<file path="src/rtl/lc3_fetch_prefetch_if.sv">
// Fetch-stage bundle: instruction-memory request/response port, decode handshake,
// branch redirect and the sticky error flag.
interface lc3_fetch_prefetch_if #(
    parameter int AW = 16,
    parameter int DW = 16
);
    logic          br_taken;
    logic [AW-1:0] taddr;
    logic          mem_req;
    logic [AW-1:0] mem_addr;
    logic          mem_gnt;
    logic          mem_rvalid;
    logic [DW-1:0] mem_rdata;
    logic          instr_valid;
    logic          instr_ready;
    logic [DW-1:0] instr;
    logic [AW-1:0] pc;
    logic [AW-1:0] npc;
    logic          err;

    modport master (
        input  br_taken, taddr, mem_gnt, mem_rvalid, mem_rdata, instr_ready,
        output mem_req, mem_addr, instr_valid, instr, pc, npc, err
    );

    modport slave (
        output br_taken, taddr, mem_gnt, mem_rvalid, mem_rdata, instr_ready,
        input  mem_req, mem_addr, instr_valid, instr, pc, npc, err
    );
endinterface

</file>
<file path="src/rtl/lc3_fetch_prefetch.sv">
// LC3 prefetching fetch stage: sequential request issue, in-order response capture
// into a DEPTH-entry instruction queue, and redirect with in-flight response discard.
module lc3_fetch_prefetch #(
    parameter int            AW       = 16,
    parameter int            DW       = 16,
    parameter int            DEPTH    = 4,
    parameter int            MAX_OUT  = 4,
    parameter logic [AW-1:0] RESET_PC = 16'h3000
) (
    input  logic                clk,
    input  logic                rst,
    lc3_fetch_prefetch_if.master bus
);
    localparam int PW = $clog2(DEPTH);
    localparam int CW = $clog2(DEPTH + 1);
    localparam int LW = $clog2(MAX_OUT + 1);
    localparam int SW = ((CW > LW) ? CW : LW) + 1;

    logic [AW-1:0] fetch_pc_q, fetch_pc_d;
    logic [AW-1:0] resp_pc_q, resp_pc_d;
    logic [CW-1:0] count_q, count_d;
    logic [LW-1:0] live_q, live_d;
    logic [LW-1:0] discard_q, discard_d;
    logic [PW-1:0] rd_ptr_q, rd_ptr_d;
    logic [PW-1:0] wr_ptr_q, wr_ptr_d;
    logic [DW-1:0] data_q [DEPTH];
    logic [DW-1:0] data_d [DEPTH];
    logic [AW-1:0] pcs_q  [DEPTH];
    logic [AW-1:0] pcs_d  [DEPTH];
    logic          err_q, err_d;

    logic          issue, head_valid, grant, pop, push, drop, spurious;
    logic [SW-1:0] occupancy, inflight;

    // Queue space is reserved at issue time (count+live), so a push can never overflow.
    always_comb begin
        occupancy  = SW'(count_q) + SW'(live_q);
        inflight   = SW'(live_q) + SW'(discard_q);
        issue      = !rst && !bus.br_taken && (occupancy < SW'(DEPTH)) && (inflight < SW'(MAX_OUT));
        head_valid = (count_q != '0) && !bus.br_taken;
        grant      = issue && bus.mem_gnt;
        pop        = head_valid && bus.instr_ready;
        drop       = bus.mem_rvalid && (discard_q != '0);
        push       = bus.mem_rvalid && (discard_q == '0) && (live_q != '0);
        spurious   = bus.mem_rvalid && (discard_q == '0) && (live_q == '0);
    end

    always_comb begin
        fetch_pc_d = fetch_pc_q;
        resp_pc_d  = resp_pc_q;
        count_d    = count_q;
        live_d     = live_q;
        discard_d  = discard_q;
        rd_ptr_d   = rd_ptr_q;
        wr_ptr_d   = wr_ptr_q;
        data_d     = data_q;
        pcs_d      = pcs_q;
        err_d      = err_q | spurious;

        if (bus.br_taken) begin
            // Everything outstanding becomes discard, minus a response landing right now.
            fetch_pc_d = bus.taddr;
            resp_pc_d  = bus.taddr;
            count_d    = '0;
            live_d     = '0;
            rd_ptr_d   = wr_ptr_q;
            discard_d  = LW'(inflight - SW'(drop || push));
        end else begin
            if (grant) begin
                fetch_pc_d = fetch_pc_q + AW'(1);
            end
            if (push) begin
                data_d[wr_ptr_q] = bus.mem_rdata;
                pcs_d[wr_ptr_q]  = resp_pc_q;
                wr_ptr_d         = wr_ptr_q + PW'(1);
                resp_pc_d        = resp_pc_q + AW'(1);
            end
            if (pop) begin
                rd_ptr_d = rd_ptr_q + PW'(1);
            end
            if (drop) begin
                discard_d = discard_q - LW'(1);
            end
            count_d = count_q + CW'(push) - CW'(pop);
            live_d  = live_q + LW'(grant) - LW'(push);
        end
    end

    always_ff @(posedge clk) begin
        if (rst) begin
            fetch_pc_q <= RESET_PC;
            resp_pc_q  <= RESET_PC;
            count_q    <= '0;
            live_q     <= '0;
            discard_q  <= '0;
            rd_ptr_q   <= '0;
            wr_ptr_q   <= '0;
            err_q      <= 1'b0;
            for (int i = 0; i < DEPTH; i++) begin
                data_q[i] <= '0;
                pcs_q[i]  <= RESET_PC;
            end
        end else begin
            fetch_pc_q <= fetch_pc_d;
            resp_pc_q  <= resp_pc_d;
            count_q    <= count_d;
            live_q     <= live_d;
            discard_q  <= discard_d;
            rd_ptr_q   <= rd_ptr_d;
            wr_ptr_q   <= wr_ptr_d;
            err_q      <= err_d;
            data_q     <= data_d;
            pcs_q      <= pcs_d;
        end
    end

    assign bus.mem_req     = issue;
    assign bus.mem_addr    = fetch_pc_q;
    assign bus.instr_valid = head_valid;
    assign bus.instr       = data_q[rd_ptr_q];
    assign bus.pc          = pcs_q[rd_ptr_q];
    assign bus.npc         = pcs_q[rd_ptr_q] + AW'(1);
    assign bus.err         = err_q;
endmodule

</file>
<file path="src/flat_wrapper.sv">
// flat-port wrapper written by rule: the top's interface ports become plain ports
module lc3_fetch_prefetch_flat 
#(
    parameter int            AW       = 16,
    parameter int            DW       = 16,
    parameter int            DEPTH    = 4,
    parameter int            MAX_OUT  = 4,
    parameter logic [AW-1:0] RESET_PC = 16'h3000
)
  (clk, rst, bus_br_taken, bus_taddr, bus_mem_gnt, bus_mem_rvalid, bus_mem_rdata, bus_instr_ready, bus_mem_req, bus_mem_addr, bus_instr_valid, bus_instr, bus_pc, bus_npc, bus_err);
  lc3_fetch_prefetch_if #(.AW(AW), .DW(DW)) bus_i ();
  input  logic clk;
  input  logic rst;
  input wire logic [$bits(bus_i.br_taken)-1:0] bus_br_taken;
  input wire logic [$bits(bus_i.taddr)-1:0] bus_taddr;
  input wire logic [$bits(bus_i.mem_gnt)-1:0] bus_mem_gnt;
  input wire logic [$bits(bus_i.mem_rvalid)-1:0] bus_mem_rvalid;
  input wire logic [$bits(bus_i.mem_rdata)-1:0] bus_mem_rdata;
  input wire logic [$bits(bus_i.instr_ready)-1:0] bus_instr_ready;
  output wire logic [$bits(bus_i.mem_req)-1:0] bus_mem_req;
  output wire logic [$bits(bus_i.mem_addr)-1:0] bus_mem_addr;
  output wire logic [$bits(bus_i.instr_valid)-1:0] bus_instr_valid;
  output wire logic [$bits(bus_i.instr)-1:0] bus_instr;
  output wire logic [$bits(bus_i.pc)-1:0] bus_pc;
  output wire logic [$bits(bus_i.npc)-1:0] bus_npc;
  output wire logic [$bits(bus_i.err)-1:0] bus_err;
  assign bus_i.br_taken = bus_br_taken;
  assign bus_i.taddr = bus_taddr;
  assign bus_i.mem_gnt = bus_mem_gnt;
  assign bus_i.mem_rvalid = bus_mem_rvalid;
  assign bus_i.mem_rdata = bus_mem_rdata;
  assign bus_i.instr_ready = bus_instr_ready;
  assign bus_mem_req = bus_i.mem_req;
  assign bus_mem_addr = bus_i.mem_addr;
  assign bus_instr_valid = bus_i.instr_valid;
  assign bus_instr = bus_i.instr;
  assign bus_pc = bus_i.pc;
  assign bus_npc = bus_i.npc;
  assign bus_err = bus_i.err;
  lc3_fetch_prefetch #(.AW(AW), .DW(DW), .DEPTH(DEPTH), .MAX_OUT(MAX_OUT), .RESET_PC(RESET_PC)) u_core (.clk(clk), .rst(rst), .bus(bus_i));
endmodule
</file>
<file path="config.mk">
export PLATFORM = sky130hd
export DESIGN_NAME = lc3_fetch_prefetch_flat
export DESIGN_NICKNAME = d
export VERILOG_FILES = /design/src/rtl/lc3_fetch_prefetch_if.sv /design/src/rtl/lc3_fetch_prefetch.sv /design/src/flat_wrapper.sv
export SDC_FILE = /design/constraint.sdc
export NUM_CORES = 1
export LEC_CHECK = 0
export BUFFER_PORTS_ARGS = -buffer_cell sky130_fd_sc_hd__buf_4
export CORE_MARGIN = 2
export CORE_UTILIZATION = 48
export CTS_BUF_LIST = sky130_fd_sc_hd__clkbuf_8
export DETAILED_ROUTE_END_ITERATION = 7
export PLACE_DENSITY = 0.71
export SYNTH_ARGS = -nofsm -noshare
export SYNTH_HDL_FRONTEND = slang
export SYNTH_SLANG_ARGS = --single-unit
</file>
<file path="constraint.sdc">
create_clock -name clk -period 3.8 [get_ports clk]
set_input_delay 0.57 -clock clk [delete_from_list [all_inputs] [get_ports clk]]
set_output_delay 0.57 -clock clk [all_outputs]
set_load 0.02 [all_outputs]
</file>
==> impl_metrics.csv <==
group,metric,value,unit
status,status,"finished clean",
logic_synthesis,avgSynthCellArea,8.67,µm²
power,p_leak,3.43,nW
cells_and_area,stdcell_count,1256,
cells_and_area,fill_cells,1508,
sta,slew_violations,0,
worst_setup_path,rr_endpoint,"u_core.live_q[2]$_SDFF_PP0_",
logic_synthesis,ys_warn_count,0,
placement,place_hpwl,13600,µm
cells_and_area,multi_input_area,4370,µm²
cells_and_area,drive_gt1_share,19.7,%
clock_network,cts.repair.resized,0,
sta,setup_violations,0,
power,ir_drop,0.000244,V
logic_synthesis,ys_seq_area_share,42.1,%
floorplan,core_area,16700,µm²
worst_setup_path,crit_top_cell,"buf_4",
logic_synthesis,syn-num-nets,1015,
global_route,antenna_found_initial,0,
power,p_per_area,365,nW/µm²
worst_setup_path,slowest_stage,"dfxtp_2",
logic_synthesis,ys_types,57,
logic_synthesis,synth_top_area_cell,"dfxtp_1",
logic_synthesis,synthTopCellsByCount,"nand2_1 (278), dfxtp_1 (174), a21oi_1 (134)",
sta,slew_headroom,28.5,%
drt,drcViolationCount,0,
clock_network,post_cts_buffers,0,
worst_setup_path,reg2reg_slack,0.80,ns
cells_and_area,fin_util,56.9,%
drt,drt_iter0_markers,612,
sta,skew,0.00759,ns
sta,setup_tns,0,ns
logic_synthesis,synth_area_leaders,"dfxtp_1 (42%), nand2_1 (13%), mux4_2 (8.7%)",
cells_and_area,num_antenna_cells,0,
logic_synthesis,syn_inst,954,
sta,fin_crit_sh,86.1,%
worst_setup_path,end_kind,"output port",
floorplan,start_util,49.5,%
worst_setup_path,slowest_delay,0.61,ns
worst_setup_path,cp-startpoint,"u_core.rd_ptr_q[0]$_SDFFE_PP0P_",
worst_setup_path,path_max_fanout,12,
clock_network,cts_hold_buffers,0,
drt,detail-route-antenna-nets,0,
cells_and_area,nets,1085,
floorplan,die_width,135,µm
clock_network,clkTransAtPathRegs,0.08,ns
clock_network,cts.sinks,174,
placement,dp_cells,1225,
sta,min_period,3.27,ns
clock_network,cts_tree,"done",
floorplan,dieArea,18300,µm²
logic_synthesis,synth_ff_type,"dfxtp_1",
global_route,grt_max_degree,100,
floorplan,boundaryPins,105,
placement,io_buffers,104,
floorplan,num_rows,47,
global_route,grtUsageTotal,23.0,%
drt,dr.pass1.iters,5,
clock_network,clockBufferDepth,2,
cells_and_area,syn2layout_area_growth,14.9,%
placement,place_congestion,0.807,
hold_path,holdCritStartpoint,"bus_taddr[12]",
clock_network,cts_made_buffers,17,
worst_setup_path,cp_data_arrival_time,2.70,ns
clock_network,clkLatencyLatePin,0.45,ns
logic_synthesis,synth.top_cell.area_share,42.1,%
drt,viasPerCell,5.41,
sta,max_freq,306,MHz
worst_setup_path,r2r_cells,12,
worst_setup_path,worstPathRequired,3.23,ns
drt,vias,6799,
clock_network,ctsRootBufferMaster,"clkbuf_8",
worst_setup_path,crit_path_end,"bus_npc[10]",
worst_setup_path,r2r_start,"u_core.live_q[0]$_SDFF_PP0_",
worst_setup_path,worstSetupPathType,"flop to output port",
logic_synthesis,ys_ff_latch,174,
drt,wl_per_cell,16.3,µm
logic_synthesis,synth_edf_count,0,
global_route,grt_pass1_wl,33400,µm
cells_and_area,final-seq-area,3480,µm²
drt,totalWireLength,20400,µm
sta,grt_setup_unrepaired,"no",
hold_path,hold_class,"input pin to flop",
global_route,gr-total-overflow,0,
logic_synthesis,yosysMostFrequentCell,"nand2_1",
logic_synthesis,syn_area,8270,µm²
sta,worst_slew_pin_slew,1.07,ns
logic_synthesis,synthArstFlopShare,0,%
worst_setup_path,cp-start-kind,"flop",
sta,hold_violations,0,
job,cap_violations,0,
clock_network,cts-htree-levels,4,
floorplan,dieHeight,135,µm
global_route,grt_pass1_vias,6473,
worst_setup_path,path_cells,"buf_4 > mux4_2 > nand3_2 > nor2_1 > and4_1 > xor2_1 > buf_4",
==> area by class of cell <==
type                            instances  area share [%]
Multi-Input combinational cell        684            45.9
Sequential cell                       174            36.6
Timing Repair Buffer                  122            9.63
Clock buffer                           22            3.18
Tap cell                              220            2.90
Inverter                               25           0.987
Clock inverter                          9           0.737
==> through the flow <==
step | hold WS [ns] | instance area (µm²) | setup WS (ns) | power (mW)
6_report | 0.385 | 9510 | 0.527 | 3.47
3_5_place_dp | 0.444 | 9140 | 0.826 | 2.29
5_1_grt | 0.365 | 9510 | 0.343 | 3.61
3_3_place_gp | 0.439 | 9140 | 0.916 | 2.29
2_1_floorplan | 0.433 | 8270 | 1.13 | 2.16
4_1_cts | 0.360 | 9510 | 0.474 | 3.49
==> worst min-delay path by stage <==
stage	endpoint	cells past startpoint
after floorplan	u_core.data_q[16]$_SDFFE_PP0P_	2
after global placement	u_core.data_q[29]$_SDFFE_PP0P_	2
after detailed placement	u_core.data_q[24]$_SDFFE_PP0P_	2
after CTS	u_core.resp_pc_q[12]$_SDFFE_PP1P_	3
after global routing	u_core.data_q[7]$_SDFFE_PP0P_	3
final	u_core.resp_pc_q[12]$_SDFFE_PP1P_	3
==> critical path: cells and delay by family, from the launching register on <==
kind	cells	cell delay [ns]
xor+xnor	1	0.13
buf+inv	2	0.46
flops	1	0.61
mux	1	0.60
simple gates	3	0.46
==> cell families after synthesis <==
kind of cell,Yosys count,share of synthesized area (%)
AOI/OAI and AO/OA,185,12.5
xor gates and xnor gates,47,4.98
adders and majority gates,23,3.75
buffers and inverters,96,5.11
DFF,174,42.1
muxes,38,9.44
and+or+nand+nor,391,22.1
==> layer usage <==
| metal | wire [µm] | up-vias | global-route usage (%) |
|---|---|---|---|
| li1 | - | 3373 | - |
| met1 | 9300 | 3205 | 31.3 |
| met2 | 9690 | 201 | 37.0 |
| met3 | 1130 | 20 | 4.90 |
| met4 | 293 | 0 | 6.42 |
| met5 | 0 | - | 0 |
==> layout by cell type, fill, tap and decap left out, drive strengths merged, types with 16 or more instances in the layout <==
| cell type | synthesis | layout |
|---|---|---|
| mux4 | 32 | 32 |
| nor2 | 26 | 26 |
| nand3 | 24 | 24 |
| a21boi | 16 | 16 |
| inv | 24 | 28 |
| nand2 | 278 | 278 |
| a21oi | 134 | 134 |
| clkbuf | 35 | 22 |
| ha | 20 | 20 |
| xnor2 | 34 | 34 |
| buf | 36 | 122 |
| dfxtp | 174 | 174 |
==> where the power goes <==
group | leakage (nW) | switching (mW) | internal, mW
Clock | 0.202 | 0.629 | 0.591
Combinational | 1.81 | 0.190 | 0.139
Sequential | 1.41 | 0.0598 | 1.86
Total | 3.43 | 0.879 | 2.59
==> state kept, by name (all words and copies together), names as in the netlist <==
name and flops:
u_core.resp_pc_q 16, u_core.discard_q 3, u_core.bus.err 1, u_core.count_q 3, u_core.live_q 3, u_core.rd_ptr_q 2, u_core.data_q 64, u_core.wr_ptr_q 2
u_core.pcs_q 64, u_core.bus.mem_addr 16
No activity file was read; power rests on OpenSTA's default activity.
